<file path="src/rtl/irq_ctrl_pkg.sv">
// Shared definitions for the interrupt controller: enable levels and FSM states.
package irq_ctrl_pkg;

  localparam logic ENABLE  = 1'b1;
  localparam logic DISABLE = 1'b0;

  // IRQ_IDLE: nothing presented. IRQ_REQ: irq_id frozen and offered to the core.
  typedef enum logic {
    IRQ_IDLE = 1'b0,
    IRQ_REQ  = 1'b1
  } irq_state_e;

endpackage

</file>
<file path="src/rtl/irq_ctrl_if.sv">
// Bundle between the CP0 Status/Cause side, the pipeline and the interrupt controller.
interface irq_ctrl_if #(
  parameter int NUM_SRC = 8,
  parameter int ID_W    = 3
);

  logic [NUM_SRC-1:0] src_i;
  logic [NUM_SRC-1:0] sw_set;
  logic [NUM_SRC-1:0] im;
  logic               ie;
  logic               ack;
  logic               eoi;
  logic               irq_o;
  logic [ID_W-1:0]    irq_id;
  logic [NUM_SRC-1:0] ip;
  logic [NUM_SRC-1:0] isr;

  // Core/CP0 side drives requests, masks and handshake pulses.
  modport master (
    output src_i, sw_set, im, ie, ack, eoi,
    input  irq_o, irq_id, ip, isr
  );

  // Controller side.
  modport slave (
    input  src_i, sw_set, im, ie, ack, eoi,
    output irq_o, irq_id, ip, isr
  );

endinterface

</file>
<file path="src/rtl/irq_prio_enc.sv">
// Priority encoder: reports whether any bit is set and the index of the highest one.
module irq_prio_enc #(
  parameter int NUM_SRC = 8,
  parameter int ID_W    = 3
) (
  input  logic [NUM_SRC-1:0] vec,
  output logic               vld,
  output logic [ID_W-1:0]    id
);

  // Scan upward so the last (highest) set index wins.
  always_comb begin
    // NOTE: every output gets a default before the loop, otherwise an all-zero
    // input would leave id unassigned and infer a latch.
    vld = 1'b0;
    id  = '0;
    for (int i = 0; i < NUM_SRC; i++) begin
      if (vec[i]) begin
        vld = 1'b1;
        id  = ID_W'(i);
      end
    end
  end

endmodule

</file>
<file path="src/rtl/irq_ctrl.sv">
// Interrupt controller: pending latch, masking, nested in-service tracking and a
// registered request/acknowledge handshake towards the core.
module irq_ctrl
  import irq_ctrl_pkg::*;
#(
  parameter int                 NUM_SRC   = 8,
  parameter int                 ID_W      = 3,
  parameter logic [NUM_SRC-1:0] EDGE_MASK = NUM_SRC'(8'b1100_0000)
) (
  input  logic     clk,
  input  logic     rst,
  irq_ctrl_if.slave bus
);

  irq_state_e         state, state_next;
  logic [NUM_SRC-1:0] src_q;
  logic [NUM_SRC-1:0] ip_q, ip_next;
  logic [NUM_SRC-1:0] isr_q, isr_next;
  logic               irq_q, irq_d;
  logic [ID_W-1:0]    id_q, id_d;

  logic [NUM_SRC-1:0] rise, set, clr, cand;
  logic               c_vld, s_vld;
  logic [ID_W-1:0]    c_id, s_id;
  logic               go, go_frozen, take;

  assign rise = bus.src_i & ~src_q;
  assign set  = ((EDGE_MASK & rise) | (~EDGE_MASK & bus.src_i)) | bus.sw_set;
  assign cand = ip_q & bus.im;
  assign take = bus.ack && (state == IRQ_REQ);

  irq_prio_enc #(.NUM_SRC(NUM_SRC), .ID_W(ID_W)) u_cand_enc (
    .vec (cand),
    .vld (c_vld),
    .id  (c_id)
  );

  irq_prio_enc #(.NUM_SRC(NUM_SRC), .ID_W(ID_W)) u_isr_enc (
    .vec (isr_q),
    .vld (s_vld),
    .id  (s_id)
  );

  // Only a strictly higher priority than anything in service may be presented.
  assign go        = bus.ie && c_vld && (!s_vld || (c_id > s_id));
  assign go_frozen = bus.ie && cand[id_q];

  // Pending bits: set terms win over the acknowledge clear so held levels re-pend.
  always_comb begin
    clr = '0;
    if (take) clr[id_q] = 1'b1;
    ip_next = set | (ip_q & ~clr);
  end

  // In-service bits: end-of-interrupt retires the top level before ack adds one.
  always_comb begin
    isr_next = isr_q;
    if (bus.eoi && s_vld) isr_next[s_id] = 1'b0;
    if (take)             isr_next[id_q] = 1'b1;
  end

  // Handshake FSM next state; irq_id is captured on entry to IRQ_REQ and held.
  always_comb begin
    state_next = state;
    irq_d      = DISABLE;
    id_d       = id_q;
    case (state)
      IRQ_IDLE: begin
        if (go) begin
          state_next = IRQ_REQ;
          irq_d      = ENABLE;
          id_d       = c_id;
        end
      end
      IRQ_REQ: begin
        irq_d = ENABLE;
        if (bus.ack || !go_frozen) begin
          state_next = IRQ_IDLE;
          irq_d      = DISABLE;
        end
      end
    endcase
  end

  // State register; synchronous reset clears everything on the reset edge.
  always_ff @(posedge clk) begin
    if (rst) begin
      state <= IRQ_IDLE;
      src_q <= '0;
      ip_q  <= '0;
      isr_q <= '0;
      irq_q <= DISABLE;
      id_q  <= '0;
    end else begin
      // NOTE: non-blocking assignments so every register samples pre-edge values.
      state <= state_next;
      src_q <= bus.src_i;
      ip_q  <= ip_next;
      isr_q <= isr_next;
      irq_q <= irq_d;
      id_q  <= id_d;
    end
  end

  assign bus.irq_o  = irq_q;
  assign bus.irq_id = id_q;
  assign bus.ip     = ip_q;
  assign bus.isr    = isr_q;

endmodule

</file>
<file path="src/flat_wrapper.sv">
// flat-port wrapper written by rule: the top's interface ports become plain ports
module irq_ctrl_flat import irq_ctrl_pkg::*;
#(
  parameter int                 NUM_SRC   = 8,
  parameter int                 ID_W      = 3,
  parameter logic [NUM_SRC-1:0] EDGE_MASK = NUM_SRC'(8'b1100_0000)
)
  (clk, rst, bus_src_i, bus_sw_set, bus_im, bus_ie, bus_ack, bus_eoi, bus_irq_o, bus_irq_id, bus_ip, bus_isr);
  irq_ctrl_if #(.NUM_SRC(NUM_SRC), .ID_W(ID_W)) bus_i ();
  input  logic clk;
  input  logic rst;
  input wire logic [$bits(bus_i.src_i)-1:0] bus_src_i;
  input wire logic [$bits(bus_i.sw_set)-1:0] bus_sw_set;
  input wire logic [$bits(bus_i.im)-1:0] bus_im;
  input wire logic [$bits(bus_i.ie)-1:0] bus_ie;
  input wire logic [$bits(bus_i.ack)-1:0] bus_ack;
  input wire logic [$bits(bus_i.eoi)-1:0] bus_eoi;
  output wire logic [$bits(bus_i.irq_o)-1:0] bus_irq_o;
  output wire logic [$bits(bus_i.irq_id)-1:0] bus_irq_id;
  output wire logic [$bits(bus_i.ip)-1:0] bus_ip;
  output wire logic [$bits(bus_i.isr)-1:0] bus_isr;
  assign bus_i.src_i = bus_src_i;
  assign bus_i.sw_set = bus_sw_set;
  assign bus_i.im = bus_im;
  assign bus_i.ie = bus_ie;
  assign bus_i.ack = bus_ack;
  assign bus_i.eoi = bus_eoi;
  assign bus_irq_o = bus_i.irq_o;
  assign bus_irq_id = bus_i.irq_id;
  assign bus_ip = bus_i.ip;
  assign bus_isr = bus_i.isr;
  irq_ctrl #(.NUM_SRC(NUM_SRC), .ID_W(ID_W), .EDGE_MASK(EDGE_MASK)) u_core (.clk(clk), .rst(rst), .bus(bus_i));
endmodule
</file>
<file path="config.mk">
export PLATFORM = sky130hd
export DESIGN_NAME = irq_ctrl_flat
export DESIGN_NICKNAME = d
export VERILOG_FILES = /design/src/rtl/irq_ctrl_pkg.sv /design/src/rtl/irq_ctrl_if.sv /design/src/rtl/irq_prio_enc.sv /design/src/rtl/irq_ctrl.sv /design/src/flat_wrapper.sv
export SDC_FILE = /design/constraint.sdc
export NUM_CORES = 1
export LEC_CHECK = 0
export BUFFER_PORTS_ARGS = -buffer_cell sky130_fd_sc_hd__buf_2
export CORE_MARGIN = 1
export CORE_UTILIZATION = 47
export DETAILED_ROUTE_END_ITERATION = 7
export PLACE_DENSITY_LB_ADDON = 0.12
export SLEW_MARGIN = 5
export SYNTH_ARGS = -nofsm -noshare
export SYNTH_HDL_FRONTEND = slang
export SYNTH_SLANG_ARGS = --single-unit
</file>
<file path="constraint.sdc">
create_clock -name clk -period 2.6 [get_ports clk]
set_clock_uncertainty 0.15 [all_clocks]
set_input_delay 0.26 -clock clk [delete_from_list [all_inputs] [get_ports clk]]
set_output_delay 0.26 -clock clk [all_outputs]
set_load 0.1 [all_outputs]
</file>
# [Yosys cells after proc, flatten, opt, wreduce, memory -nomap -nowiden]
# Index checks and enable logic that the tools add are counted.
[totals] ff_bits=28 input_bits=29 elab_cells=76
[op_classes] magnitude_cmp=5 muxes=42 bitwise=12 reduce_logical=12
[op_table] op="$mux 3" n=12
[op_table] op="$and 8x8->8" n=4
[op_table] op="$mux 8" n=3
[op_table] op="$not 8->8" n=3
[op_table] op="$or 8x8->8" n=3
[op_table] op="$mux 1" n=23
[op_table] op="$lt 3x4->1 const B" n=2
[op_table] op="$or 8x6->8" n=1
[op_table] op="$logic_and 1x1->1" n=7
[op_table] op="$demux 1 s3" n=2
[op_table] op="$ge 3x1->1 const B" n=2
[op_table] op="$bmux 1 s3" n=1
[op_table] op="$gt 3x3->1" n=1
[op_table] op="$logic_not 1->1" n=2
[op_table] op="$logic_or 1x1->1" n=2
[op_table] op="$pmux 1 s2" n=1
[op_table] op="$reduce_and 2->1" n=1
[op_table] op="$not 1->1" n=1

# [Longest topological paths before layout]
# Gate-level depths: netlist (run 1).
[logic_depth] ltp_word=16 depth_mapped=11

# [Hierarchy]
# From an unflattened synthesis (run 1), not the netlist that was laid out.
[hier_totals] cells_unflattened=136 area_unflattened_um2=1127.3
[modules_own_cells] mod="irq_ctrl" n_inst=1 cells_each=112 area_each_um2=1012.2
[modules_own_cells] mod="irq_prio_enc" n_inst=2 cells_each=12 area_each_um2=57.6

# [Worst setup path after synthesis (run 1)]
# OpenSTA, ideal clock, no wires.
[synth_path] path_type="register -> register" start="register u_core.isr_q[5], in the netlist u_core.bus.isr[5]" end="register u_core.id_q[0], in the netlist u_core.bus.irq_id[0]" setup_time_ns=0.091 arrival_time_ns=2.602 required_time_ns=2.359 setup_slack_ns=-0.243 stages_incl_launch_ff=11 n_path_buf=1 period_less_slack_ns=2.843 path_cell_list="dfxtp_1 buf_2 nor2_1 or2_2 nand2b_1 ha_1 nand3_1 o21ai_0 o21ai_2 a21oi_1 a311oi_1"
[synth_between] elab_chain_len=7 word_cells_on_any_way=11 cone_classes="order compare (1); mux (6); reduce/logical (4)"
[synth_lines] element="start, declared" line_no="irq_ctrl.sv:18" rtl="logic [NUM_SRC-1:0] isr_q, isr_next;"
[synth_lines] element="start signal, assigned" line_no="irq_ctrl.sv:99" rtl="isr_q <= isr_next;"
[synth_lines] element="$mux 3 / $mux 1 (equally long branches) (3 in series)" line_no="irq_prio_enc.sv:18" rtl="if (vec[i]) begin"
[synth_lines] element="$gt 3x3->1 / $logic_not 1->1 (equally long branches)" line_no="irq_ctrl.sv:45" rtl="assign go = bus.ie && c_vld && (!s_vld || (c_id > s_id));"
[synth_lines] element="$logic_or 1x1->1 *" line_no="irq_ctrl.sv:45"
[synth_lines] element="$logic_and 1x1->1 *" line_no="irq_ctrl.sv:45"
[synth_lines] element="$reduce_and 2->1 (no line) *"
[synth_lines] element="end signal, assigned" line_no="irq_ctrl.sv:101" rtl="id_q <= id_d;"
[synth_lines] element="end, declared" line_no="irq_ctrl.sv:20" rtl="logic [ID_W-1:0] id_q, id_d;"
# Every way passes the cells marked *; elsewhere a longest branch is shown, timed or not.
# A chain may end at the register's enable or synchronous reset.

# [Worst setup path after layout (run 1)]
[layout_path] start="register u_core.isr_q[2], in the netlist u_core.bus.isr[2]" end="register u_core.id_q[2], in the netlist u_core.bus.irq_id[2]"
[layout_between] elab_chain_len=10 word_cells_on_any_way=17 cone_classes="order compare (1); mux (12); reduce/logical (4)"
[layout_lines] element="$mux 3 / $mux 1 (equally long branches) (6 in series)" line_no="irq_prio_enc.sv:18"
[layout_lines] element="$gt 3x3->1 / $logic_not 1->1 (equally long branches)" line_no="irq_ctrl.sv:45"
[layout_lines] element="$logic_or 1x1->1 *" line_no="irq_ctrl.sv:45"
[layout_lines] element="$logic_and 1x1->1 *" line_no="irq_ctrl.sv:45"
[layout_lines] element="$reduce_and 2->1 (no line) *"
# Marks and branches as above.

==> flow_metrics.tcl, run 1 <==
set metrics [dict create \
    status "complete, but fails checks" \
    violations "negative hold slack" \
    place_ws_ns 0.199 \
    cts.path.max_buffers 2 \
    worstPathCellList "nand2b_1 -> a21oi_2 -> nor2_1 -> or2_2 -> nand2b_1 -> ha_1 -> nand3_1 -> o21ai_0 -> o21ai_2 -> a21oi_1 -> a311oi_1" \
    antenna-diode-count 0 \
    multi_input_area_um2 671 \
    grt_first_pass_wirelength_um 4640 \
    holdWs_ns -0.00193 \
    cts_tree "built" \
    synth.distinct_cells 36 \
    drt_wl_total_um 2980 \
    synth_top_area_frac 0.372 \
    synth_edf_count 0 \
    seq_area_um2 453 \
    dpl_cell_area_mm2 0.00142 \
    h-tree-depth 1 \
    synth_most_common_cell "dfxtp_1" \
    rsz0062_at_grt "no" \
    cp.required_ns 2.67 \
    vias 1155 \
    synth_nets 166 \
    die_h_um 52.2 \
    setup_tns_ns 0 \
    core_area_mm2 0.00230 \
    wl_per_cell_um 14.1 \
    clock-root-buffer "clkbuf_4" \
    io_pins 49 \
    synthArstFlopShare 0 \
    crit_fanout 7 \
    gp_congestion 0.871 \
    place_inst 205 \
    drtAntennaViolNets 0 \
    n_fill_cell 203 \
    start_util 0.516 \
    syn_inst 134 \
    ys_ff_latch 22 \
    yosys_warnings 0 \
    cts_made_buffers 3 \
    p_leak_nw 0.672 \
    ys_top_cells_by_area "dfxtp_1 (37%), nand2_1 (6.3%), a21oi_1 (5.5%)" \
    yosys-top-cells-count "dfxtp_1 (22), nand2_1 (20), a21oi_1 (13), nor2_1 (13)" \
    dieWidth_um 52.2 \
    first_pass_iters 4 \
    hold_viol 2 \
    vias_per_cell 5.45 \
    critPathMaxStageDelay_ns 0.36 \
    slew_headroom 0.676 \
    total_power_uw 840 \
    antenna_found_initial 0 \
    synth_area_leader_cell "dfxtp_1" \
    die_area_mm2 0.00273 \
    hp-class "input port to flip-flop" \
    port_buffers 48 \
    rows 17 \
    arrival_ns 2.48 \
    drc 0 \
    grt_pass1_vias 1017 \
    maxCapViolCount 0 \
    ys_seq_area_frac 0.372 \
    dp_hpwl_um 2290 \
    worstSetupStartpointType "flip-flop" \
    worstMarginPinSlew_ns 0.489 \
    ir_worst_vdd_mv 0.426 \
    worst_path_most_repeated_cell "nand2b_1" \
    grt_use_total 0.232 \
    nets 217 \
    min_period_ns 2.42 \
    syn-cell-area_mm2 0.00118 \
    endpoint_kind "flip-flop" \
    clk_pin_slew_worst_paths_ns 0.13 \
    slew_viol_final 0 \
    post-route-period-util 0.930 \
    setup_ws_ns 0.183 \
    crit_type "flip-flop to flip-flop" \
    grt_max_degree 24 \
    avgSynthCellArea_um2 8.84 \
    clock_latency_ns 0.31 \
    drive_above_1_share 0.418 \
    grt-ovfl-total 0 \
    drtIter0Drc 22 \
    fmax_mhz 414 \
    fin_area_mm2 0.00148 \
    synth_ff_type "dfxtp_1" \
    critPathSlowestCell "dfxtp_2" \
    p_per_area_mw_per_mm2 566 \
    area_delta_synth_final_pct 25.2 \
    cts_sinks 22 \
    setup_violations 0 \
    fin_cells 212 \
]
## where the power goes
part           total [mW]  switching, mW  leakage [nW]  internal [mW]
sequential          0.383         0.0255         0.185          0.357
clock               0.191          0.106        0.0210         0.0856
combinational       0.266          0.192         0.467         0.0748
total               0.840          0.323         0.672          0.517
## what timing repair did
item / CTS / global route
gates resized for setup: 0 / 1
setup endpoints to repair: 0 / 1
hold buffers: 0 / 0
buffers inserted: 0 / 3
## metal layers
layer	vias up	global-route usage	part of all wire
li1	593	-	-
met4	0	0.0746	0.0087
met1	527	0.311	0.48
met3	4	0.0348	0.041
met2	31	0.380	0.47
met5	-	0	0
## cell type report
| type | instances | area share |
|---|---|---|
| Clock buffer | 4 | 0.0245 |
| Inverter | 7 | 0.0177 |
| Multi-Input combinational cell | 100 | 0.452 |
| Sequential cell | 22 | 0.305 |
| Tap cell | 28 | 0.0236 |
| Timing Repair Buffer | 51 | 0.177 |
## cells in the final DEF, fill, tap and decap left out, drive strengths merged
cell type	n
o31ai	2
a221oi	3
a41oi	1
nand3b	2
mux4	2
a22oi	1
nor3	3
mux2i	1
buf	51
nand2b	2
inv	7
and3	2
clkbuf	4
nor2	13
dfxtp	22
nor2b	3
o211a	1
or3b	1
o21ai	6
nand3	5
a311oi	4
nand2	20
or2	1
a211oi	7
nor4bb	1
nor4	1
ha	3
and2	1
a21oi	13
or2b	1
## registers in the layout (all words and copies together), names as in the netlist
signal             count
u_core.bus.irq_id      3
u_core.src_q           2
u_core.state           1
u_core.bus.ip          8
u_core.bus.isr         8
## metrics by stage
stage | hold WS [ns] | util
floorplan | 0.182 | -
global placement | 0.318 | 0.619
detailed placement | 0.328 | 0.619
CTS | 0.00153 | 0.635
global route | 0.00478 | 0.646
finish | -0.00193 | 0.646
## final timing paths
kind                           startpoint                                 to  slack (ns)  cells after the start
max          u_core.bus.isr[2]$_SDFF_PP0_  u_core.bus.irq_id[2]$_SDFFE_PP0P_        0.18                     11
min                          bus_src_i[1]        u_core.bus.ip[1]$_SDFF_PP0_      -0.002                      3
max reg2reg  u_core.bus.isr[2]$_SDFF_PP0_  u_core.bus.irq_id[2]$_SDFFE_PP0P_        0.18                     11
min reg2reg  u_core.bus.isr[3]$_SDFF_PP0_       u_core.bus.isr[3]$_SDFF_PP0_        0.35                      2
## worst max-delay path: cells and delay by family, from the launching register on
family                     cells  cell delay [ns]
AOI/OAI and AO/OA              5             0.91
adders and majority gates      1             0.23
and+or+nand+nor                5             0.66
DFF                            1             0.36
## cells by family (layout without fill, tap and decap cells)
kind of cell | count (synthesis) | count (layout) | share of synthesized area
DFF | 22 | 22 | 0.372
muxes | 3 | 3 | 0.0465
buffers and inverters | 12 | 62 | 0.0655
and+or+nand+nor | 56 | 56 | 0.254
adders and majority gates | 3 | 3 | 0.0317
AOI/OAI and AO/OA | 38 | 38 | 0.230
Power figures use the tool's default switching activity.
==> run 2: changes to the inputs <==
--- a/config.mk
+++ b/config.mk
@@ -6,10 +6,10 @@
 export NUM_CORES = 1
 export LEC_CHECK = 0
 export BUFFER_PORTS_ARGS = -buffer_cell sky130_fd_sc_hd__buf_2
-export CORE_MARGIN = 1
+export CORE_MARGIN = 2
 export CORE_UTILIZATION = 47
 export DETAILED_ROUTE_END_ITERATION = 7
-export PLACE_DENSITY_LB_ADDON = 0.12
+export PLACE_DENSITY = 0.89
 export SLEW_MARGIN = 5
 export SYNTH_ARGS = -nofsm -noshare
 export SYNTH_HDL_FRONTEND = slang
==> run 2 against run 1 <==
- the flow still finishes with violations (negative hold slack)
- sequential share of layout area is 0.13 points higher
- hold slack worse by 0.0011 ns
- sequential power hardly changed
- utilization is 3.8 points lower
- first-iteration DRC count is 150% higher
- routed wire length is 3.2% higher
- non-clock buffer count stayed put
- highest routed layer unchanged
==> flow_metrics.tcl, run 2 (same netlist as run 1, synthesis figures left out) <==
set metrics [dict create \
    cp.required_ns 2.67 \
    port_buffers 48 \
    gp_congestion 0.853 \
    crit_start "u_core.bus.isr[2]$_SDFF_PP0_" \
    fmax_mhz 400 \
    wl_per_cell_um 14.5 \
    p_comb_frac 0.334 \
    grt_use_total 0.222 \
    antenna-diode-count 0 \
    dp_hpwl_um 2360 \
    antenna_found_initial 0 \
    clk_pin_slew_worst_paths_ns 0.12 \
    rsz0062_at_grt "no" \
    io_pins 49 \
    seq_area_um2 453 \
    violations "negative hold slack" \
    post-route-period-util 0.962 \
    crit_type "flip-flop to flip-flop" \
    rows 18 \
    grt-ovfl-total 0 \
    vias_per_cell 5.52 \
    setup_tns_ns 0 \
    slew_headroom 0.676 \
    holdWs_ns -0.00305 \
    crit_fanout 7 \
    die_area_mm2 0.00294 \
    grt_max_degree 24 \
    worstMarginPinSlew_ns 0.490 \
    p_leak_nw 0.667 \
    ir_worst_vdd_mv 0.294 \
    area_delta_synth_final_pct 24.7 \
    start_util 0.487 \
    drc 0 \
    swShare 0.397 \
    min_period_ns 2.50 \
    power_frac_seq 0.472 \
    cts.path.max_buffers 2 \
    hold_viol 1 \
    vias 1176 \
    maxCapViolCount 0 \
    status "complete, but fails checks" \
    n_fill_cell 194 \
    worstSetupStartpointType "flip-flop" \
    cts_made_buffers 3 \
    grt_first_pass_wirelength_um 4680 \
    clock-root-buffer "clkbuf_4" \
    nets 217 \
    drtAntennaViolNets 0 \
    drt_wl_total_um 3080 \
    switchingPower_uw 321 \
    clock_latency_ns 0.31 \
    die_h_um 54.2 \
    slew_viol_final 0 \
    endpoint_kind "flip-flop" \
    reg2reg_depth 11 \
    dieWidth_um 54.2 \
    finish.utilization 0.608 \
    cts_sinks 22 \
    p_int_uw 487 \
    final_common_cell "buf_2" \
    first_pass_iters 7 \
    h-tree-depth 1 \
    grt_pass1_vias 1088 \
    final_cell_mix "buf_2 (48), nand2_1 (20), nor2_1 (13)" \
    r2r_end "u_core.bus.irq_id[0]$_SDFFE_PP0P_" \
    cp-endpoint "u_core.bus.irq_id[0]$_SDFFE_PP0P_" \
    r2r-start "u_core.bus.isr[2]$_SDFF_PP0_" \
    cts_tree "built" \
    pwr-share-clk 0.193 \
    total_power_uw 808 \
    drive_above_1_share 0.404 \
    hp-class "input port to flip-flop" \
    arrival_ns 2.57 \
    multi_input_area_um2 671 \
    p_per_area_mw_per_mm2 547 \
    r2r_slack_ns 0.1 \
    drtIter0Drc 54 \
    setup_violations 0 \
    core_area_mm2 0.00243 \
]
-- run 2: layout make-up --
type | instances | area share
clock buffer | 3 | 0.0152
inverter | 7 | 0.0178
multi-input combinational | 100 | 0.454
sequential | 22 | 0.307
tap | 30 | 0.0254
timing repair buffer | 51 | 0.181
-- run 2: critical path, cell delays in order, from the launching register on --
cell      delay (ns)
dfxtp_2         0.36
nand2b_1        0.15
a21oi_2         0.17
nor2_1          0.06
or2_2           0.29
nand2b_1        0.09
ha_1            0.23
nand3_1         0.06
o21ai_0         0.13
o21ai_2         0.29
a21oi_1         0.12
a311oi_1        0.29
-- run 2: routing by layer --
metal  share of wire  track usage  vias up
met3           0.067       0.0437        4
met4           0.012       0.0833        0
met1            0.41        0.273      527
met5               0            0        -
met2            0.51        0.382       53
li1                -            -      592
-- run 2: how the worst min path moves through the flow --
| stage | startpoint | endpoint | slack, ns | depth (start not counted) |
|---|---|---|---|---|
| floorplan | rst | u_core.src_q[6]$_SDFF_PP0_ | 0.18 | 1 |
| global placement | bus_sw_set[3] | u_core.bus.ip[3]$_SDFF_PP0_ | 0.32 | 3 |
| detailed placement | u_core.bus.isr[3]$_SDFF_PP0_ | u_core.bus.isr[3]$_SDFF_PP0_ | 0.33 | 2 |
| CTS | bus_src_i[0] | u_core.bus.ip[0]$_SDFF_PP0_ | 0.001 | 3 |
| global route | bus_sw_set[4] | u_core.bus.ip[4]$_SDFF_PP0_ | 0.008 | 3 |
| finish | bus_src_i[0] | u_core.bus.ip[0]$_SDFF_PP0_ | -0.003 | 3 |
-- run 2: stage by stage --
| step | hold slack (ns) | instance area, µm² | std cells | setup WS (ns) |
|---|---|---|---|---|
| 3_5_place_dp | 0.326 | 1420 | 207 | 0.230 |
| 6_report | -0.00305 | 1480 | 213 | 0.0995 |
| 5_1_grt | 0.00803 | 1480 | 213 | 0.0144 |
| 4_1_cts | 0.000973 | 1450 | 210 | 0.162 |
| 3_3_place_gp | 0.318 | 1420 | 207 | 0.363 |
| 2_1_floorplan | 0.182 | 1200 | 134 | 0.0180 |
-- run 2: power groups by stage --
stage / Clock, mW / Combinational, mW / Sequential [mW]
after floorplan: 0 / 0.101 / 0.502
after global placement: 0 / 0.258 / 0.387
after detailed placement: 0 / 0.263 / 0.388
after CTS: 0.157 / 0.266 / 0.381
after global routing: 0.173 / 0.284 / 0.385
final: 0.156 / 0.270 / 0.381
-- run 2: timing repair --
action | in CTS | in global routing
buffers inserted | 0 | 1
hold buffers | 0 | 2
gates resized for setup | 0 | 1
endpoints found under the setup margin | 0 | 2
endpoints found under the hold margin | 0 | 1
==> run 3: changes to the inputs <==
--- a/config.mk
+++ b/config.mk
@@ -9,6 +9,7 @@
 export CORE_MARGIN = 2
 export CORE_UTILIZATION = 47
 export DETAILED_ROUTE_END_ITERATION = 7
+export MAX_ROUTING_LAYER = met4
 export PLACE_DENSITY = 0.89
 export SLEW_MARGIN = 5
 export SYNTH_ARGS = -nofsm -noshare
==> run 3 against run 2 <==
- the flow now finishes without violations
- die area stayed put
- highest routed layer unchanged
- sequential share of layout area is the same
- clock power barely moved
- clock-buffer cell count unchanged
- final cell count is the same
- critical path type unchanged
- first-iteration DRC count shrank 9.3%
- non-clock buffer count stayed put
- utilization unchanged
- global-route usage rose by 0.81 points
- combinational power about the same
==> flow_metrics.tcl, run 3 (same netlist as run 1, synthesis figures left out) <==
set metrics [dict create \
    swShare 0.396 \
    die_area_mm2 0.00294 \
    status "completed" \
    cts.path.max_buffers 2 \
    dp_hpwl_um 2360 \
    critPathMaxStageDelay_ns 0.36 \
    cts_sinks 22 \
    vias 1178 \
    power_frac_seq 0.473 \
    holdPathStages 3 \
    r2r_slack_ns 0.12 \
    setup_violations 0 \
    drtIter0Drc 49 \
    final_cell_mix "buf_2 (48), nand2_1 (20), nor2_1 (13)" \
    die_h_um 54.2 \
    hp-class "input port to flip-flop" \
    r2r-start "u_core.bus.isr[2]$_SDFF_PP0_" \
    port_buffers 48 \
    first_pass_iters 6 \
    dpl_cell_area_mm2 0.00142 \
    dieWidth_um 54.2 \
    antenna_found_initial 0 \
    grt_max_degree 24 \
    rows 18 \
    worstMarginPinSlew_ns 0.490 \
    slew_viol_final 0 \
    wl_per_cell_um 14.5 \
    arrival_ns 2.55 \
    crit_fanout 7 \
    p_leak_nw 0.667 \
    ir_worst_vdd_mv 0.294 \
    grt_first_pass_wirelength_um 4690 \
    drive_above_1_share 0.404 \
    antenna-diode-count 0 \
    cts_made_buffers 3 \
    grt_use_total 0.230 \
    crit_type "flip-flop to flip-flop" \
    area_delta_synth_final_pct 24.7 \
    hold_viol 0 \
    cts_tree "built" \
    min_to "u_core.bus.ip[0]$_SDFF_PP0_" \
    p_per_area_mw_per_mm2 546 \
    vias_per_cell 5.53 \
    setup_tns_ns 0 \
    switchingPower_uw 320 \
    pwr-share-clk 0.192 \
    p_int_uw 487 \
    r2r_end "u_core.bus.irq_id[0]$_SDFFE_PP0P_" \
    rsz0062_at_grt "no" \
    h-tree-depth 1 \
    endpoint_kind "flip-flop" \
    critPathSlowestCell "dfxtp_2" \
    maxCapViolCount 0 \
    core_area_mm2 0.00243 \
    reg2reg_depth 11 \
    nets 217 \
    drtAntennaViolNets 0 \
    clock_latency_ns 0.31 \
    p_comb_frac 0.335 \
    clock-root-buffer "clkbuf_4" \
    gp_congestion 0.866 \
    clk_pin_slew_worst_paths_ns 0.12 \
    worst_path_most_repeated_cell "nand2b_1" \
    hold_path_startpoint "bus_src_i[0]" \
    finish.utilization 0.608 \
    cp.required_ns 2.67 \
    min_period_ns 2.48 \
    slew_headroom 0.676 \
    drc 0 \
    grt_pass1_vias 1082 \
    fin_area_mm2 0.00148 \
    post-route-period-util 0.956 \
    worstSetupStartpointType "flip-flop" \
    worstPathCellList "nand2b_1 -> a21oi_2 -> nor2_1 -> or2_2 -> nand2b_1 -> ha_1 -> nand3_1 -> o21ai_0 -> o21ai_2 -> a21oi_1 -> a311oi_1" \
    drt_wl_total_um 3090 \
    start_util 0.487 \
    final_common_cell "buf_2" \
    grt-ovfl-total 0 \
    io_pins 49 \
    fmax_mhz 402 \
]
## run 3: final cells by class
cell class	count	area, µm²
fillers	194	955
well taps	30	37.5
repair buffers	51	268
inverters	7	26.3
clock buffers	3	22.5
multi-input cells	100	671
flip-flops and latches	22	453
## run 3: worst max-delay path: cells and delay by family, from the launching register on
kind / cells / cell delay [ns]
flip-flops: 1 / 0.36
AND/OR/NAND/NOR: 5 / 0.65
AO/OA/AOI/OAI: 5 / 0.99
adder cells (fa/ha/maj): 1 / 0.23
## run 3: how the worst max path moves through the flow
stage	from	endpoint	slack, ns	cells past startpoint
floorplan	u_core.bus.ip[7]$_SDFF_PP0_	u_core.bus.irq_id[0]$_SDFFE_PP0P_	0.02	9
global placement	u_core.bus.isr[2]$_SDFF_PP0_	u_core.bus.irq_id[2]$_SDFFE_PP0P_	0.36	11
detailed placement	u_core.bus.isr[2]$_SDFF_PP0_	u_core.bus.irq_id[0]$_SDFFE_PP0P_	0.23	11
CTS	u_core.bus.isr[2]$_SDFF_PP0_	u_core.bus.irq_id[0]$_SDFFE_PP0P_	0.16	11
global route	u_core.bus.isr[2]$_SDFF_PP0_	u_core.bus.irq_id[2]$_SDFFE_PP0P_	0.01	11
finish	u_core.bus.isr[2]$_SDFF_PP0_	u_core.bus.irq_id[0]$_SDFFE_PP0P_	0.12	11
## run 3: repair_timing
action | 4_1_cts | 5_1_grt
buffers inserted | 0 | 1
gates resized for setup | 0 | 1
endpoints found under the hold margin | 0 | 1
hold buffers | 0 | 2
setup endpoints to repair | 0 | 2
## run 3: power groups by stage
stage / combinational [mW] / clock (mW) / sequential [mW]
detailed placement: 0.263 / 0 / 0.388
CTS: 0.266 / 0.157 / 0.381
global placement: 0.258 / 0 / 0.387
finish: 0.270 / 0.155 / 0.382
global route: 0.284 / 0.175 / 0.385
floorplan: 0.101 / 0 / 0.502
## run 3: stage by stage
step	setup slack (ns)	power [mW]	instances	hold WS (ns)
floorplan	0.0180	0.603	134	0.182
global placement	0.363	0.645	207	0.318
detailed placement	0.230	0.651	207	0.326
CTS	0.162	0.803	210	0.000973
global route	0.0144	0.844	213	0.00278
finish	0.115	0.807	213	0.00259
## run 3: layer usage
| metal | GRT usage | share of wire | vias up |
|---|---|---|---|
| li1 | - | - | 590 |
| met1 | 0.273 | 0.41 | 537 |
| met2 | 0.382 | 0.51 | 46 |
| met3 | 0.0519 | 0.065 | 5 |
| met4 | 0.0833 | 0.013 | 0 |
| met5 | - | 0 | - |
